<file path="src/rtl/pipeline_defs_pkg.sv">
// Shared pipeline encodings: instruction type/number codes, MEM FSM states, stage field bundle.
package pipeline_defs;

  localparam logic [3:0] IT_NOP    = 4'd0;
  localparam logic [3:0] IT_RTYPE  = 4'd1;
  localparam logic [3:0] IT_ITYPE  = 4'd2;
  localparam logic [3:0] IT_LOAD   = 4'd3;
  localparam logic [3:0] IT_STORE  = 4'd4;
  localparam logic [3:0] IT_BRANCH = 4'd5;
  localparam logic [3:0] IT_JUMP   = 4'd6;

  localparam logic [3:0] MN_LB  = 4'd0;
  localparam logic [3:0] MN_LBU = 4'd1;
  localparam logic [3:0] MN_LH  = 4'd2;
  localparam logic [3:0] MN_LHU = 4'd3;
  localparam logic [3:0] MN_LW  = 4'd4;
  localparam logic [3:0] MN_SB  = 4'd5;
  localparam logic [3:0] MN_SH  = 4'd6;
  localparam logic [3:0] MN_SW  = 4'd7;

  typedef enum logic [1:0] {
    ST_IDLE,
    ST_ACCESS,
    ST_DONE
  } mem_state_e;

  typedef struct packed {
    logic [31:0] inst;
    logic [31:0] new_pc;
    logic [31:0] reg_a;
    logic [31:0] reg_b;
    logic [31:0] imm;
    logic [31:0] alu_out;
    logic [3:0]  inst_num;
    logic [3:0]  inst_type;
  } stage_fields_t;

  function automatic logic is_mem(input logic [3:0] inst_type);
    return (inst_type == IT_LOAD) || (inst_type == IT_STORE);
  endfunction

endpackage

</file>
<file path="src/rtl/mem_access_stage_align.sv">
// Combinational lane logic: misalign check, store byte enables/replicated data, load extract and extend.
// Zero latency; no flow control of its own.
module load_store_align
  import pipeline_defs::*;
(
  input  logic [3:0]  inst_type,
  input  logic [3:0]  inst_num,
  input  logic [1:0]  addr_lo,
  input  logic [31:0] store_data,
  input  logic [31:0] rdata,
  output logic        misaligned,
  output logic [3:0]  be,
  output logic [31:0] wdata,
  output logic [31:0] load_data
);

  logic [31:0] byte_shift;
  logic [31:0] half_shift;

  assign byte_shift = rdata >> {addr_lo, 3'b000};
  assign half_shift = rdata >> {addr_lo[1], 4'b0000};

  always_comb begin
    misaligned = 1'b0;
    be         = 4'hF;
    wdata      = store_data;
    load_data  = rdata;
    case (inst_num)
      MN_LB:  load_data = {{24{byte_shift[7]}}, byte_shift[7:0]};
      MN_LBU: load_data = {24'b0, byte_shift[7:0]};
      MN_LH: begin
        misaligned = addr_lo[0];
        load_data  = {{16{half_shift[15]}}, half_shift[15:0]};
      end
      MN_LHU: begin
        misaligned = addr_lo[0];
        load_data  = {16'b0, half_shift[15:0]};
      end
      MN_SB: begin
        be    = 4'b0001 << addr_lo;
        wdata = {4{store_data[7:0]}};
      end
      MN_SH: begin
        misaligned = addr_lo[0];
        be         = 4'b0011 << {addr_lo[1], 1'b0};
        wdata      = {2{store_data[15:0]}};
      end
      default: misaligned = |addr_lo;
    endcase
    // Loads always fetch the whole word; lane selection happens on the way back.
    if (inst_type != IT_STORE) be = 4'hF;
    if (!is_mem(inst_type)) misaligned = 1'b0;
  end

endmodule

</file>
<file path="src/rtl/mem_access_stage.sv">
// MEM stage: pass-through for non-memory ops, req/ack data-memory access with timeout for LOAD/STORE.
// Non-memory: 0 latency; memory ops stall upstream until ack, timeout or misalign rejection.
module mem_access_stage
  import pipeline_defs::*;
#(
  parameter int TIMEOUT_CYCLES = 16,
  parameter int CNT_W          = 5
) (
  input  logic        clock,
  input  logic        reset,
  input  logic [31:0] FromEXMEM_Inst,
  input  logic [31:0] FromEXMEM_NewPC,
  input  logic [31:0] FromEXMEM_RegDataA,
  input  logic [31:0] FromEXMEM_RegDataB,
  input  logic [31:0] FromEXMEM_Imm,
  input  logic [31:0] FromEXMEM_ALUOutput,
  input  logic [3:0]  FromEXMEM_InstNum,
  input  logic [3:0]  FromEXMEM_InstType,
  output logic [31:0] ToMEMWB_Inst,
  output logic [31:0] ToMEMWB_NewPC,
  output logic [31:0] ToMEMWB_RegDataA,
  output logic [31:0] ToMEMWB_RegDataB,
  output logic [31:0] ToMEMWB_Imm,
  output logic [31:0] ToMEMWB_ALUOutput,
  output logic [3:0]  ToMEMWB_InstNum,
  output logic [3:0]  ToMEMWB_InstType,
  output logic        dmem_req,
  output logic        dmem_we,
  output logic [31:0] dmem_addr,
  output logic [3:0]  dmem_be,
  output logic [31:0] dmem_wdata,
  input  logic        dmem_ack,
  input  logic [31:0] dmem_rdata,
  output logic        stall,
  output logic        mem_fault
);

  stage_fields_t    in_f, held_f, out_f;
  mem_state_e       state, state_nx;
  logic [CNT_W-1:0] cnt;
  logic [31:0]      result;
  logic             res_bubble, fault_nx, capture, in_access, timeout_hit;
  logic             al_mis;
  logic [3:0]       al_type, al_num, al_be;
  logic [31:0]      al_addr, al_sdata, al_wdata, al_load;

  assign in_f = {FromEXMEM_Inst, FromEXMEM_NewPC, FromEXMEM_RegDataA, FromEXMEM_RegDataB,
                 FromEXMEM_Imm, FromEXMEM_ALUOutput, FromEXMEM_InstNum, FromEXMEM_InstType};
  assign {ToMEMWB_Inst, ToMEMWB_NewPC, ToMEMWB_RegDataA, ToMEMWB_RegDataB,
          ToMEMWB_Imm, ToMEMWB_ALUOutput, ToMEMWB_InstNum, ToMEMWB_InstType} = out_f;

  // One lane unit serves both the IDLE misalign check (live inputs) and the access (held regs).
  assign al_type  = (state == ST_IDLE) ? in_f.inst_type : held_f.inst_type;
  assign al_num   = (state == ST_IDLE) ? in_f.inst_num  : held_f.inst_num;
  assign al_addr  = (state == ST_IDLE) ? in_f.alu_out   : held_f.alu_out;
  assign al_sdata = (state == ST_IDLE) ? in_f.reg_b     : held_f.reg_b;

  load_store_align u_align (
    .inst_type  (al_type),
    .inst_num   (al_num),
    .addr_lo    (al_addr[1:0]),
    .store_data (al_sdata),
    .rdata      (dmem_rdata),
    .misaligned (al_mis),
    .be         (al_be),
    .wdata      (al_wdata),
    .load_data  (al_load)
  );

  assign in_access   = (state == ST_ACCESS);
  assign timeout_hit = in_access && !dmem_ack && (cnt == CNT_W'(TIMEOUT_CYCLES - 1));

  assign dmem_req   = in_access;
  assign dmem_we    = in_access && (held_f.inst_type == IT_STORE);
  assign dmem_addr  = in_access ? {held_f.alu_out[31:2], 2'b00} : 32'b0;
  assign dmem_be    = in_access ? al_be : 4'b0;
  assign dmem_wdata = in_access ? al_wdata : 32'b0;

  always_comb begin
    state_nx = state;
    stall    = 1'b0;
    out_f    = '0;
    fault_nx = 1'b0;
    capture  = 1'b0;
    case (state)
      ST_IDLE: begin
        if (!is_mem(in_f.inst_type)) begin
          out_f = in_f;
        end else if (al_mis) begin
          fault_nx = 1'b1;
        end else begin
          stall    = 1'b1;
          capture  = 1'b1;
          state_nx = ST_ACCESS;
        end
      end
      ST_ACCESS: begin
        stall = 1'b1;
        if (dmem_ack) begin
          state_nx = ST_DONE;
        end else if (timeout_hit) begin
          fault_nx = 1'b1;
          state_nx = ST_DONE;
        end
      end
      ST_DONE: begin
        state_nx = ST_IDLE;
        if (!res_bubble) begin
          out_f = held_f;
          if (held_f.inst_type == IT_LOAD) out_f.alu_out = result;
        end
      end
      default: state_nx = ST_IDLE;
    endcase
  end

  always_ff @(posedge clock or posedge reset) begin
    if (reset) begin
      state      <= ST_IDLE;
      held_f     <= '0;
      result     <= '0;
      res_bubble <= 1'b0;
      cnt        <= '0;
      mem_fault  <= 1'b0;
    end else begin
      state     <= state_nx;
      mem_fault <= fault_nx;
      cnt       <= (in_access && !dmem_ack) ? cnt + CNT_W'(1) : '0;
      if (capture) begin
        held_f     <= in_f;
        res_bubble <= 1'b0;
      end
      if (in_access && dmem_ack) result <= al_load;
      if (timeout_hit) res_bubble <= 1'b1;
    end
  end

endmodule

</file>
<file path="config.mk">
export PLATFORM = sky130hd
export DESIGN_NAME = mem_access_stage
export DESIGN_NICKNAME = d
export VERILOG_FILES = /design/src/rtl/pipeline_defs_pkg.sv /design/src/rtl/mem_access_stage_align.sv /design/src/rtl/mem_access_stage.sv
export SDC_FILE = /design/constraint.sdc
export NUM_CORES = 1
export LEC_CHECK = 0
export CORE_AREA = 4 4 195 197
export DETAILED_ROUTE_END_ITERATION = 6
export DIE_AREA = 0 0 199 201
export GPL_ROUTABILITY_DRIVEN = 0
export HOLD_SLACK_MARGIN = 0.02
export PLACE_DENSITY_LB_ADDON = 0.08
export SLEW_MARGIN = 10
export SYNTH_ARGS = -nofsm -noshare
export SYNTH_HDL_FRONTEND = slang
export SYNTH_HIERARCHICAL = 1
export SYNTH_SLANG_ARGS = --single-unit
</file>
<file path="constraint.sdc">
create_clock -name clock -period 9.7 [get_ports clock]
set_input_delay 1.94 -clock clock [delete_from_list [all_inputs] [get_ports clock]]
set_output_delay 1.94 -clock clock [all_outputs]
set_load 0.02 [all_outputs]
</file>
==> key figures, run 1 <==
Run status
  • Status: completed

Setup path
  • Slowest CP cell: nor3_4
  • Req. time, crit path: about 7.8 ns
  • Worst-case reg-to-reg path depth: 12
  • CP Data Arrival Time: around 5.3 ns
  • CP most frequent cell: clkdlybuf4s50_1
  • FF-to-FF setup slack: about 4.7 ns
  • Startpoint types: input pin
  • Crit path largest cell delay: slightly below 0.9 ns
  • CP max FO: 51
  • Cell family with the largest share of critical-path delay: buffers and inverters
  • R2R Path End: held_f[158]$_DFFE_PP0P_
  • WS Path Type: input pin to output port
  • Crit-path cells: clkdlybuf4s50_1, and4bb_2, nor3_4, buf_4, a22o_1, clkdlybuf4s50_1
  • RR Startpoint: state[0]$_DFFE_PP0P_
  • CP endpoint kind: output port
  • Number of buffers and inverters on the critical path: 3

Detailed routing
  • Routed len/inst: about 22 microns
  • Initial DRC count: approximately 700
  • DR vias/cell: around 5.4
  • DR vias: roughly 12000
  • Remaining antenna violation count: 0
  • Post-route DRC: 0
  • Total detailed-routing wirelength: roughly 49000 microns
  • TritonRoute pass-1 iters: 5

Global route
  • Grt total ovfl: 0
  • Largest net degree at the start of global routing: 118
  • GRT Overall Usage: 0.236
  • First-pass GRT wire length: roughly 75000 microns
  • Antenna violations before repair: 12
  • Vias in the first global route: roughly 12000

Logic synthesis
  • Yosys top cell area share: 0.437
  • Synthesized-area fraction occupied by and/or/nand/nor cells: 0.109
  • Largest cells by area after synthesis: dfrtp_1 (44%), mux2_2 (19%), a22o_1 (10%)
  • Compound-Gate Fraction of Synth Area: 0.174
  • Post-synthesis mux area share: 0.226
  • Cell taking the most area after synthesis: dfrtp_1
  • Largest family of logic cells by synthesized area: multiplexers
  • Synth unique cells: 53
  • Number of synthesized flops with an enable pin: 0
  • Register area share after synthesis: 0.437
  • Mean Syn Cell Area: between 10 and 15 sq um
  • Xor/xnor share of the synthesized area: 0.00127
  • Fraction of registers with async set/reset: 1.00
  • Yosys reg bits: 241
  • Dominant synthesized flop cell: dfrtp_1
  • Warnings from Yosys: 6
  • Syn Inst Count: ~1300
  • Adder-cell share of the synthesized area: 0.00181
  • Synthesized area: 13800 sq um

Placed design
  • Placed cell areas: 19000 sq um
  • Port Buffers: around 500
  • DPL Wire Length: ~36000 microns

Worst hold path
  • Tightest Hold Check Type: flop to flop
  • Hold-critical path endpoint: cnt[0]$_DFF_PP0_
  • Number of cells on the worst hold path: 1
  • Min-delay src: cnt[0]$_DFF_PP0_

Die
  • Initial Util: 0.380
  • Row Count: 70
  • Die Span Y: roughly 200 microns
  • Core area: 36300 sq um
  • Die width: between 150 and 200 microns
  • Die area: around 40000 sq um
  • I/O pins: between 500 and 600

Timing
  • Max Slew Vio Count: 0
  • Max_slew headroom: 0.195
  • Clk_skew: ~0.013 ns
  • Fin. Hold Viols: 0
  • Worst-margin pin slew: ~1.2 ns
  • Setup TNS: 0 ns
  • Max Clk Rate: around 0.14 GHz
  • RSZ-0062 raised after global routing: no
  • Period minus WS final: just over 7 ns
  • Final Setup Violations: 0
  • Tcrit/Tclk final: 0.748

Clocking
  • Num CTS Buffers: 29
  • # hold bufs at CTS: 0
  • H-tree Lvls: 1
  • Clk slew on worst S/H paths: around 0.05 ns
  • CTS Buffer Depth: 3
  • Worst-Skew Late Latency: about 0.56 ns
  • CTS tree: built
  • Post_cts resized: 0
  • Post-CTS Setup Bufs: 0
  • CTS Sinks: around 240
  • Root Driver: clkbuf_16

Power
  • Pwr dens: 223 nW/um^2
  • Worst VDD drop: between 0.15 and 0.2 mV
  • Leak pwr: between 0.008 and 0.009 uW

Job
  • Max Cap Viol: 0

Layout
  • Synth-to-layout area growth: 44.3%
  • Nets: a little under 2000
  • Share of cells above drive strength 1: 0.179
  • Fin area: between 15000 and 20000 sq um
==> cells in the mapped netlist (2+ instances only) <==
master / instances
or3_1: 9
dfrtp_1: 241
nand2_1: 163
a21oi_2: 12
buf_1: 4
a22o_1: 165
mux2i_1: 36
nor2b_1: 6
mux2_2: 227
nor3_1: 5
and3_1: 2
o21ai_0: 23
ha_1: 2
o22ai_1: 15
clkbuf_1: 42
nor4_1: 2
mux2_1: 17
nand2b_1: 6
nor2_1: 41
buf_2: 44
and2_1: 68
inv_1: 14
a32o_1: 2
a21oi_1: 37
buf_4: 31
o211ai_1: 2
o2bb2ai_1: 34
a31oi_1: 9
==> placed cells by master, fill, tap and decap left out, types with 11 or more instances in the layout <==
cell and n:
o21ai_0 23, nor2_1 40, a22o_1 165, clkdlybuf4s50_1 504
a21oi_2 12, clkbuf_16 29, inv_1 12, mux2i_1 36
nand2_1 163, mux2_1 17, buf_4 15, dfrtp_1 241
clkbuf_1 11, mux2_2 227, a21oi_1 37, and2_1 68
o22ai_1 15, o2bb2ai_1 34
==> final cells by class <==
cell class                      count  area [sq um]
Clock inverter                      6          48.8
Tap cell                          468           586
Inverter                           14          60.1
Timing Repair Buffer              520          5180
Clock buffer                       47           863
Sequential cell                   241          6030
Antenna cell                       10          25.0
Fill cell                        3225         16400
Multi-Input combinational cell    908          7110
==> where the power goes <==
group          switching [uW]  internal, uW  total, uW
registers                 242          1400       1640
clock network             435           608       1040
logic                     851           901       1750
==> flip-flops by register name, indices dropped and copies added, names as in the netlist <==
name        flops
mem_fault       1
held_f        200
cnt             5
res_bubble      1
state           2
result         32
==> routing by layer <==
layer | vias up | share of wire | global-route usage
met2 | 384 | 0.49 | 0.393
met1 | 5914 | 0.40 | 0.290
met5 | - | 0.00026 | 0
met4 | 2 | 0.028 | 0.0735
met3 | 64 | 0.081 | 0.0754
li1 | 5528 | - | -
==> cell families (layout without fill, tap and decap cells) <==
family	count (synthesis)	in the layout
flops	241	241
simple gates	315	315
fa+ha+maj	2	2
xor+xnor	2	2
mux	281	281
compound gates	306	306
other cells	1	12
buf+inv	136	587
==> metrics by stage <==
stage | setup slack [ns] | hold slack [ns] | util | cells | power [uW]
CTS | 2.41 | 0.466 | 0.548 | 2204 | 4480
floorplan | 1.14 | 0.433 | - | 1285 | 2720
detailed placement | 2.41 | 0.457 | 0.523 | 2151 | 3410
global placement | 2.49 | 0.448 | 0.523 | 2151 | 3380
global route | 2.19 | 0.505 | 0.549 | 2214 | 4690
finish | 2.44 | 0.461 | 0.549 | 2214 | 4430
==> how the worst max path moves through the flow <==
stage,end,from,depth (start not counted),slack (ns)
floorplan,cnt[0]$_DFF_PP0_,reset,1,1.14
global placement,ToMEMWB_Imm[8],FromEXMEM_InstType[0],6,2.49
detailed placement,ToMEMWB_Imm[8],FromEXMEM_InstType[0],6,2.41
CTS,ToMEMWB_RegDataA[17],FromEXMEM_InstType[0],6,2.41
global route,dmem_wdata[14],FromEXMEM_InstNum[0],9,2.19
finish,ToMEMWB_RegDataA[17],FromEXMEM_InstType[0],6,2.44
No activity file was read; power rests on OpenSTA's default activity.
==> inputs of run 2 (changes only) <==
--- a/config.mk
+++ b/config.mk
@@ -5,9 +5,9 @@
 export SDC_FILE = /design/constraint.sdc
 export NUM_CORES = 1
 export LEC_CHECK = 0
-export CORE_AREA = 4 4 195 197
+export CORE_AREA = 4 4 194 196
 export DETAILED_ROUTE_END_ITERATION = 6
-export DIE_AREA = 0 0 199 201
+export DIE_AREA = 0 0 198 200
 export GPL_ROUTABILITY_DRIVEN = 0
 export HOLD_SLACK_MARGIN = 0.02
 export PLACE_DENSITY_LB_ADDON = 0.08
==> constraint.sdc (replaced) <==
create_clock -name clock -period 6 [get_ports clock]
set_input_delay 1.2 -clock clock [delete_from_list [all_inputs] [get_ports clock]]
set_output_delay 1.2 -clock clock [all_outputs]
set_load 0.02 [all_outputs]
==> run 2 against run 1 <==
  * Critical path depth unchanged
  * Non-clock buffer count increased by 4
  * Combinational power increased by 62%
  * Die area decreased by 1.0%
  * Count of clock-buffer cells in the layout decreased by 5
  * Hold slack got worse by 0.0011 ns
  * Global-route usage decreased by 0.47 points
  * Final cell count about the same
  * Critical path type unchanged
  * Flip-flop and latch count unchanged
  * Clock skew increased by 0.0023 ns
  * Sequential power increased by 60%
  * Largest cell class unchanged
==> key figures, run 2 (synthesis gave the netlist of run 1 again) <==
Detailed routing
  • Total detailed-routing wirelength: 48500 microns (was 49400 microns)
  • Initial DRC count: 592 (was 716)
  • Remaining antenna violation count: 0 (unchanged)
  • DR vias/cell: 5.33 (was 5.37)
  • TritonRoute pass-1 iters: 5 (unchanged)
  • Post-route DRC: 0 (unchanged)
  • DR vias: 11800 (was 11900)
  • Routed len/inst: 21.9 microns (was 22.3 microns)

Layout
  • Area of the multi-input gates: 7110 sq um (unchanged)
  • Most frequent cells in the layout: clkdlybuf4s50_1 (504), dfrtp_1 (241), mux2_2 (227) (unchanged)
  • Largest registers: held_f: 200 flops, result: 32 flops, cnt: 5 flops (unchanged)
  • FF/Latch Area: 6030 sq um (unchanged)
  • Post-Layout Cell Count: 2213 (was 2214)
  • Top reg by flops: held_f (unchanged)
  • Nets: 1955 (was 1951)
  • Largest register FFs: 200 (unchanged)
  • Fin area: 19900 sq um (about the same)
  • Commonest non-fill, non-tap cell in the layout: clkdlybuf4s50_1 (unchanged)
  • Share of cells above drive strength 1: 0.180 (was 0.179)
  • Synth-to-layout area growth: 44.4% (was 44.3%)
  • Number of fill cells: 3290 (was 3225)

Placed design
  • Placed Cells: 2155 (was 2151)
  • Placed cell areas: 19000 sq um (about the same)
  • DPL Wire Length: 34200 microns (was 35700 microns)
  • Port Buffers: 504 (unchanged)

Die
  • Die area: 39600 sq um (was 40000 sq um)
  • Core area: 36100 sq um (was 36300 sq um)
  • Die width: 198 microns (was 199 microns)
  • I/O pins: 507 (unchanged)
  • Die Span Y: 200 microns (was 201 microns)
  • Row Count: 70 (unchanged)
  • Initial Util: 0.382 (was 0.380)

Setup path
  • Req. time, crit path: 4.80 ns (was 7.76 ns)
  • Startpoint types: input pin (unchanged)
  • CP endpoint kind: output port (unchanged)
  • CP Data Arrival Time: 3.91 ns (was 5.32 ns)
  • WS Path Type: input pin to output port (unchanged)
  • CP max FO: 100 (was 51)
  • Worst-case reg-to-reg path depth: 13 (was 12)

Global route
  • GRT Overall Usage: 0.231 (was 0.236)
  • Largest net degree at the start of global routing: 140 (was 118)
  • Vias in the first global route: 12100 (was 12300)
  • Antenna violations before repair: 9 (was 12)
  • First-pass GRT wire length: 72600 microns (was 74600 microns)
  • Grt total ovfl: 0 (unchanged)

Power
  • Worst VDD drop: 0.292 mV (was 0.162 mV)
  • Leak pwr: 0.00819 uW (about the same)
  • Pwr dens: 357 nW/um^2 (was 223 nW/um^2)
  • Total power: 7120 uW (was 4430 uW)

Clocking
  • Clk slew on worst S/H paths: 0.05 ns (about the same)
  • CTS tree: built (unchanged)
  • CTS Sinks: 241 (unchanged)
  • Num CTS Buffers: 29 (unchanged)
  • # hold bufs at CTS: 0 (unchanged)
  • Root Driver: clkbuf_16 (unchanged)
  • Post-CTS Setup Bufs: 0 (unchanged)
  • H-tree Lvls: 1 (unchanged)
  • CTS Buffer Depth: 3 (unchanged)
  • Post_cts resized: 0 (unchanged)
  • Worst-Skew Late Latency: 0.57 ns (was 0.56 ns)

Timing
  • Period minus WS final: around 5 ns
  • Worst-margin pin slew: 1.07 ns (was 1.20 ns)
  • Max Clk Rate: 0.196 GHz
  • Max_slew headroom: 0.282 (was 0.195)
  • Max Slew Vio Count: 0 (unchanged)
  • Fin. Hold Viols: 0 (unchanged)
  • Tcrit/Tclk final: 0.852
  • Setup TNS: 0 ns (unchanged)
  • Clk_skew: 0.0154 ns (was 0.0131 ns)
  • Final Setup Violations: 0 (unchanged)
  • RSZ-0062 raised after global routing: no (unchanged)

Run status
  • Status: completed (unchanged)

Worst hold path
  • Tightest Hold Check Type: flop to flop (unchanged)
  • Number of cells on the worst hold path: 1 (unchanged)

Job
  • Max Cap Viol: 0 (unchanged)
==> run 2: area by class of cell <==
class | count | area share
Multi-Input combinational cell | 908 | 0.357
Tap cell | 468 | 0.0294
Inverter | 14 | 0.00283
Clock buffer | 42 | 0.0409
Antenna cell | 8 | 0.00101
Timing Repair Buffer | 524 | 0.263
Clock inverter | 8 | 0.00264
Sequential cell | 241 | 0.303
==> run 2: path summary, 6_finish.rpt <==
path / startpoint / end / slack (ns)
min in group asynchronous: reset / held_f[136]$_DFFE_PP0P_ / 1.09
max in group asynchronous: reset / held_f[33]$_DFFE_PP0P_ / 3.64
max reg2reg: state[0]$_DFFE_PP0P_ / held_f[6]$_DFFE_PP0P_ / 1.46
min: cnt[0]$_DFF_PP0_ / cnt[0]$_DFF_PP0_ / 0.46
min reg2reg: cnt[0]$_DFF_PP0_ / cnt[0]$_DFF_PP0_ / 0.46
max: FromEXMEM_InstType[0] / ToMEMWB_InstNum[3] / 0.89
==> run 2: metrics by stage <==
stage	worst slack [ns]	hold slack (ns)	utilization
floorplan	1.64	0.433	-
global placement	0.752	0.444	0.527
detailed placement	0.734	0.456	0.527
CTS	0.900	0.465	0.551
global route	0.691	0.484	0.552
finish	0.887	0.460	0.552
==> run 2: routing by layer <==
metal	track usage	part of all wire	up-vias
met1	0.287	0.40	5819
li1	-	-	5530
met4	0.0811	0.032	2
met3	0.0764	0.082	78
met5	0	0.00027	-
met2	0.380	0.49	371
==> run 2: critical path, stage by stage <==
cell	delay, ns
clkdlybuf4s50_1	0.60
and4bb_2	0.39
nor3_4	0.28
buf_12	0.43
a22o_1	0.23
clkdlybuf4s50_1	0.71
==> run 2: power by group <==
group	internal, uW	leakage [uW]	switching, uW
logic	1470	0.00488	1370
clock network	936	0.000427	711
registers	2260	0.00289	379
total	4660	0.00819	2460
==> inputs of run 3 (changes only) <==
--- a/config.mk
+++ b/config.mk
@@ -5,12 +5,13 @@
 export SDC_FILE = /design/constraint.sdc
 export NUM_CORES = 1
 export LEC_CHECK = 0
+export ABC_CLOCK_PERIOD_IN_PS = 6000
 export CORE_AREA = 4 4 194 196
 export DETAILED_ROUTE_END_ITERATION = 6
 export DIE_AREA = 0 0 198 200
 export GPL_ROUTABILITY_DRIVEN = 0
 export HOLD_SLACK_MARGIN = 0.02
-export PLACE_DENSITY_LB_ADDON = 0.08
+export PLACE_DENSITY_LB_ADDON = 0.3
 export SLEW_MARGIN = 10
 export SYNTH_ARGS = -nofsm -noshare
 export SYNTH_HDL_FRONTEND = slang
==> run 3 against run 2 <==
  * Non-clock buffer count decreased by 1
  * Combinational power about the same
  * Register-to-register slack got worse by 0.07 ns
  * Utilization increased by 0.23 points
  * Largest power group unchanged
  * Die area unchanged
  * Hold slack improved by 0.0071 ns
  * Critical path depth increased by 4
  * Count of clock-buffer cells in the layout decreased by 5
  * Clock skew decreased by 0.0081 ns
==> key figures, run 3 (synthesis gave the netlist of run 1 again) <==
Run status
  • Status: completed (unchanged)

Detailed routing
  • TritonRoute pass-1 iters: 5 (unchanged)
  • DR vias/cell: 5.40 (was 5.33)
  • Total detailed-routing wirelength: 46400 microns (was 48500 microns)
  • Routed len/inst: 21.0 microns (was 21.9 microns)
  • DR vias: 11900 (was 11800)
  • Initial DRC count: 805 (was 592)
  • Post-route DRC: 0 (unchanged)
  • Remaining antenna violation count: 0 (unchanged)

Clocking
  • H-tree Lvls: 1 (unchanged)
  • Worst-Skew Late Latency: 0.55 ns (was 0.57 ns)
  • # hold bufs at CTS: 0 (unchanged)
  • CTS Buffer Depth: 3 (unchanged)
  • Post_cts resized: 0 (unchanged)
  • Root Driver: clkbuf_16 (unchanged)
  • Post-CTS Setup Bufs: 0 (unchanged)
  • CTS tree: built (unchanged)
  • Num CTS Buffers: 29 (unchanged)
  • Clk slew on worst S/H paths: 0.05 ns (about the same)
  • CTS Sinks: 241 (unchanged)

Setup path
  • Crit path largest cell delay: 0.62 ns (was 0.71 ns)
  • CP most frequent cell: nand2_1 (was clkdlybuf4s50_1)
  • CP max FO: 22 (was 100)
  • WS Path Type: input pin to output port (unchanged)
  • Number of buffers and inverters on the critical path: 2 (was 3)
  • Crit-path cells: clkdlybuf4s50_1, nand2_1, nand2_1, nor2_1, a211oi_1, nor4_1, nor3_1, o21ai_4, nand2_1, clkdlybuf4s50_1 (was clkdlybuf4s50_1, and4bb_2, nor3_4, buf_12, a22o_1, clkdlybuf4s50_1)
  • CP endpoint kind: output port (unchanged)
  • Slowest CP cell: clkdlybuf4s50_1 (unchanged)
  • CP Data Arrival Time: 4.14 ns (was 3.91 ns)
  • Cell family with the largest share of critical-path delay: simple AND/OR/NAND/NOR gates (was buffers and inverters)
  • Startpoint types: input pin (unchanged)
  • Req. time, crit path: 4.80 ns (about the same)

Die
  • I/O pins: 507 (unchanged)
  • Die Span Y: 200 microns (unchanged)
  • Row Count: 70 (unchanged)
  • Initial Util: 0.382 (unchanged)
  • Die width: 198 microns (unchanged)
  • Die area: 39600 sq um (unchanged)
  • Core area: 36100 sq um (unchanged)

Layout
  • Nets: 1954 (was 1955)
  • Share of cells above drive strength 1: 0.184 (was 0.180)
  • Synth-to-layout area growth: 45.0% (was 44.4%)
  • Commonest non-fill, non-tap cell in the layout: clkdlybuf4s50_1 (unchanged)
  • Top reg by flops: held_f (unchanged)
  • Most frequent cells in the layout: clkdlybuf4s50_1 (504), dfrtp_1 (241), mux2_2 (227) (unchanged)
  • Largest register FFs: 200 (unchanged)
  • Largest registers: held_f: 200 flops, result: 32 flops, cnt: 5 flops (unchanged)
  • Fin area: 20000 sq um (was 19900 sq um)
  • Post-Layout Cell Count: 2210 (was 2213)

Global route
  • First-pass GRT wire length: 70500 microns (was 72600 microns)
  • Vias in the first global route: 12100 (about the same)
  • Grt total ovfl: 0 (unchanged)
  • Largest net degree at the start of global routing: 124 (was 140)
  • Antenna violations before repair: 2 (was 9)
  • GRT Overall Usage: 0.221 (was 0.231)

Timing
  • Max_slew headroom: 0.255 (was 0.282)
  • Worst-margin pin slew: 1.12 ns (was 1.07 ns)
  • Fin. Hold Viols: 0 (unchanged)
  • Final Setup Violations: 0 (unchanged)
  • Period minus WS final: 5.34 ns (was 5.11 ns)
  • Setup TNS: 0 ns (unchanged)
  • RSZ-0062 raised after global routing: no (unchanged)
  • Tcrit/Tclk final: 0.889 (was 0.852)
  • Clk_skew: 0.00732 ns (was 0.0154 ns)
  • Max Clk Rate: 0.187 GHz (was 0.196 GHz)
  • Max Slew Vio Count: 0 (unchanged)

Power
  • Leak pwr: 0.00825 uW (was 0.00819 uW)
  • Worst VDD drop: 0.294 mV (was 0.292 mV)
  • Pwr dens: 362 nW/um^2 (was 357 nW/um^2)

Worst hold path
  • Tightest Hold Check Type: flop to flop (unchanged)

Placed design
  • Placed Cells: 2154 (was 2155)
  • Placed cell areas: 19000 sq um (about the same)
  • Port Buffers: 504 (unchanged)
  • DPL Wire Length: 32600 microns (was 34200 microns)

Job
  • Max Cap Viol: 0 (unchanged)
[run 3: cell types whose count changed in the layout (fill, tap and decap cells not counted), sizes merged]
cell / delta
buf: -1
bufinv: +3
clkbuf: -5
clkinv: +5
diode: -6
inv: +1
[run 3: stage by stage]
| stage | utilization | setup slack (ns) | total power, uW | hold slack, ns |
|---|---|---|---|---|
| after floorplan | - | 1.64 | 4400 | 0.433 |
| after global placement | 0.528 | 0.703 | 5420 | 0.447 |
| after detailed placement | 0.528 | 0.628 | 5500 | 0.464 |
| after CTS | 0.554 | 0.716 | 7310 | 0.469 |
| after global routing | 0.554 | 0.462 | 7670 | 0.486 |
| final | 0.554 | 0.665 | 7240 | 0.467 |
[run 3: cell type report]
cell class	instances	area (sq um)
fillers	3128	16100
multi-input cells	908	7110
flip-flops and latches	241	6030
repair buffers	523	5250
clock buffers	37	786
well taps	468	586
clock inverters	17	174
inverters	14	56.3
diodes	2	5.00
[run 3: worst paths after layout]
| path | startpoint | end | slack, ns | depth (start not counted) |
|---|---|---|---|---|
| setup / recovery | FromEXMEM_InstNum[0] | stall | 0.66 | 10 |
| hold / removal | cnt[0]$_DFF_PP0_ | cnt[0]$_DFF_PP0_ | 0.47 | 1 |
| setup reg to reg | state[0]$_DFFE_PP0P_ | held_f[194]$_DFFE_PP0P_ | 1.39 | 13 |
| hold reg to reg | cnt[0]$_DFF_PP0_ | cnt[0]$_DFF_PP0_ | 0.47 | 1 |
| max in group asynchronous | reset | held_f[26]$_DFFE_PP0P_ | 4.15 | 3 |
| min in group asynchronous | reset | held_f[136]$_DFFE_PP0P_ | 1.16 | 3 |
[run 3: per-layer routing]
layer	wire (microns)	share of wire	up-vias	GRT usage
li1	-	-	5539	-
met1	18500	0.40	5868	0.276
met2	22400	0.48	449	0.372
met3	4050	0.087	70	0.0717
met4	1390	0.030	0	0.0615
met5	0	0	-	0
[run 3: power breakdown]
part | switching (uW) | internal [uW] | leakage [uW]
Combinational | 1370 | 1470 | 0.00488
Clock | 720 | 1060 | 0.000480
Sequential | 376 | 2260 | 0.00289
Total | 2470 | 4780 | 0.00825
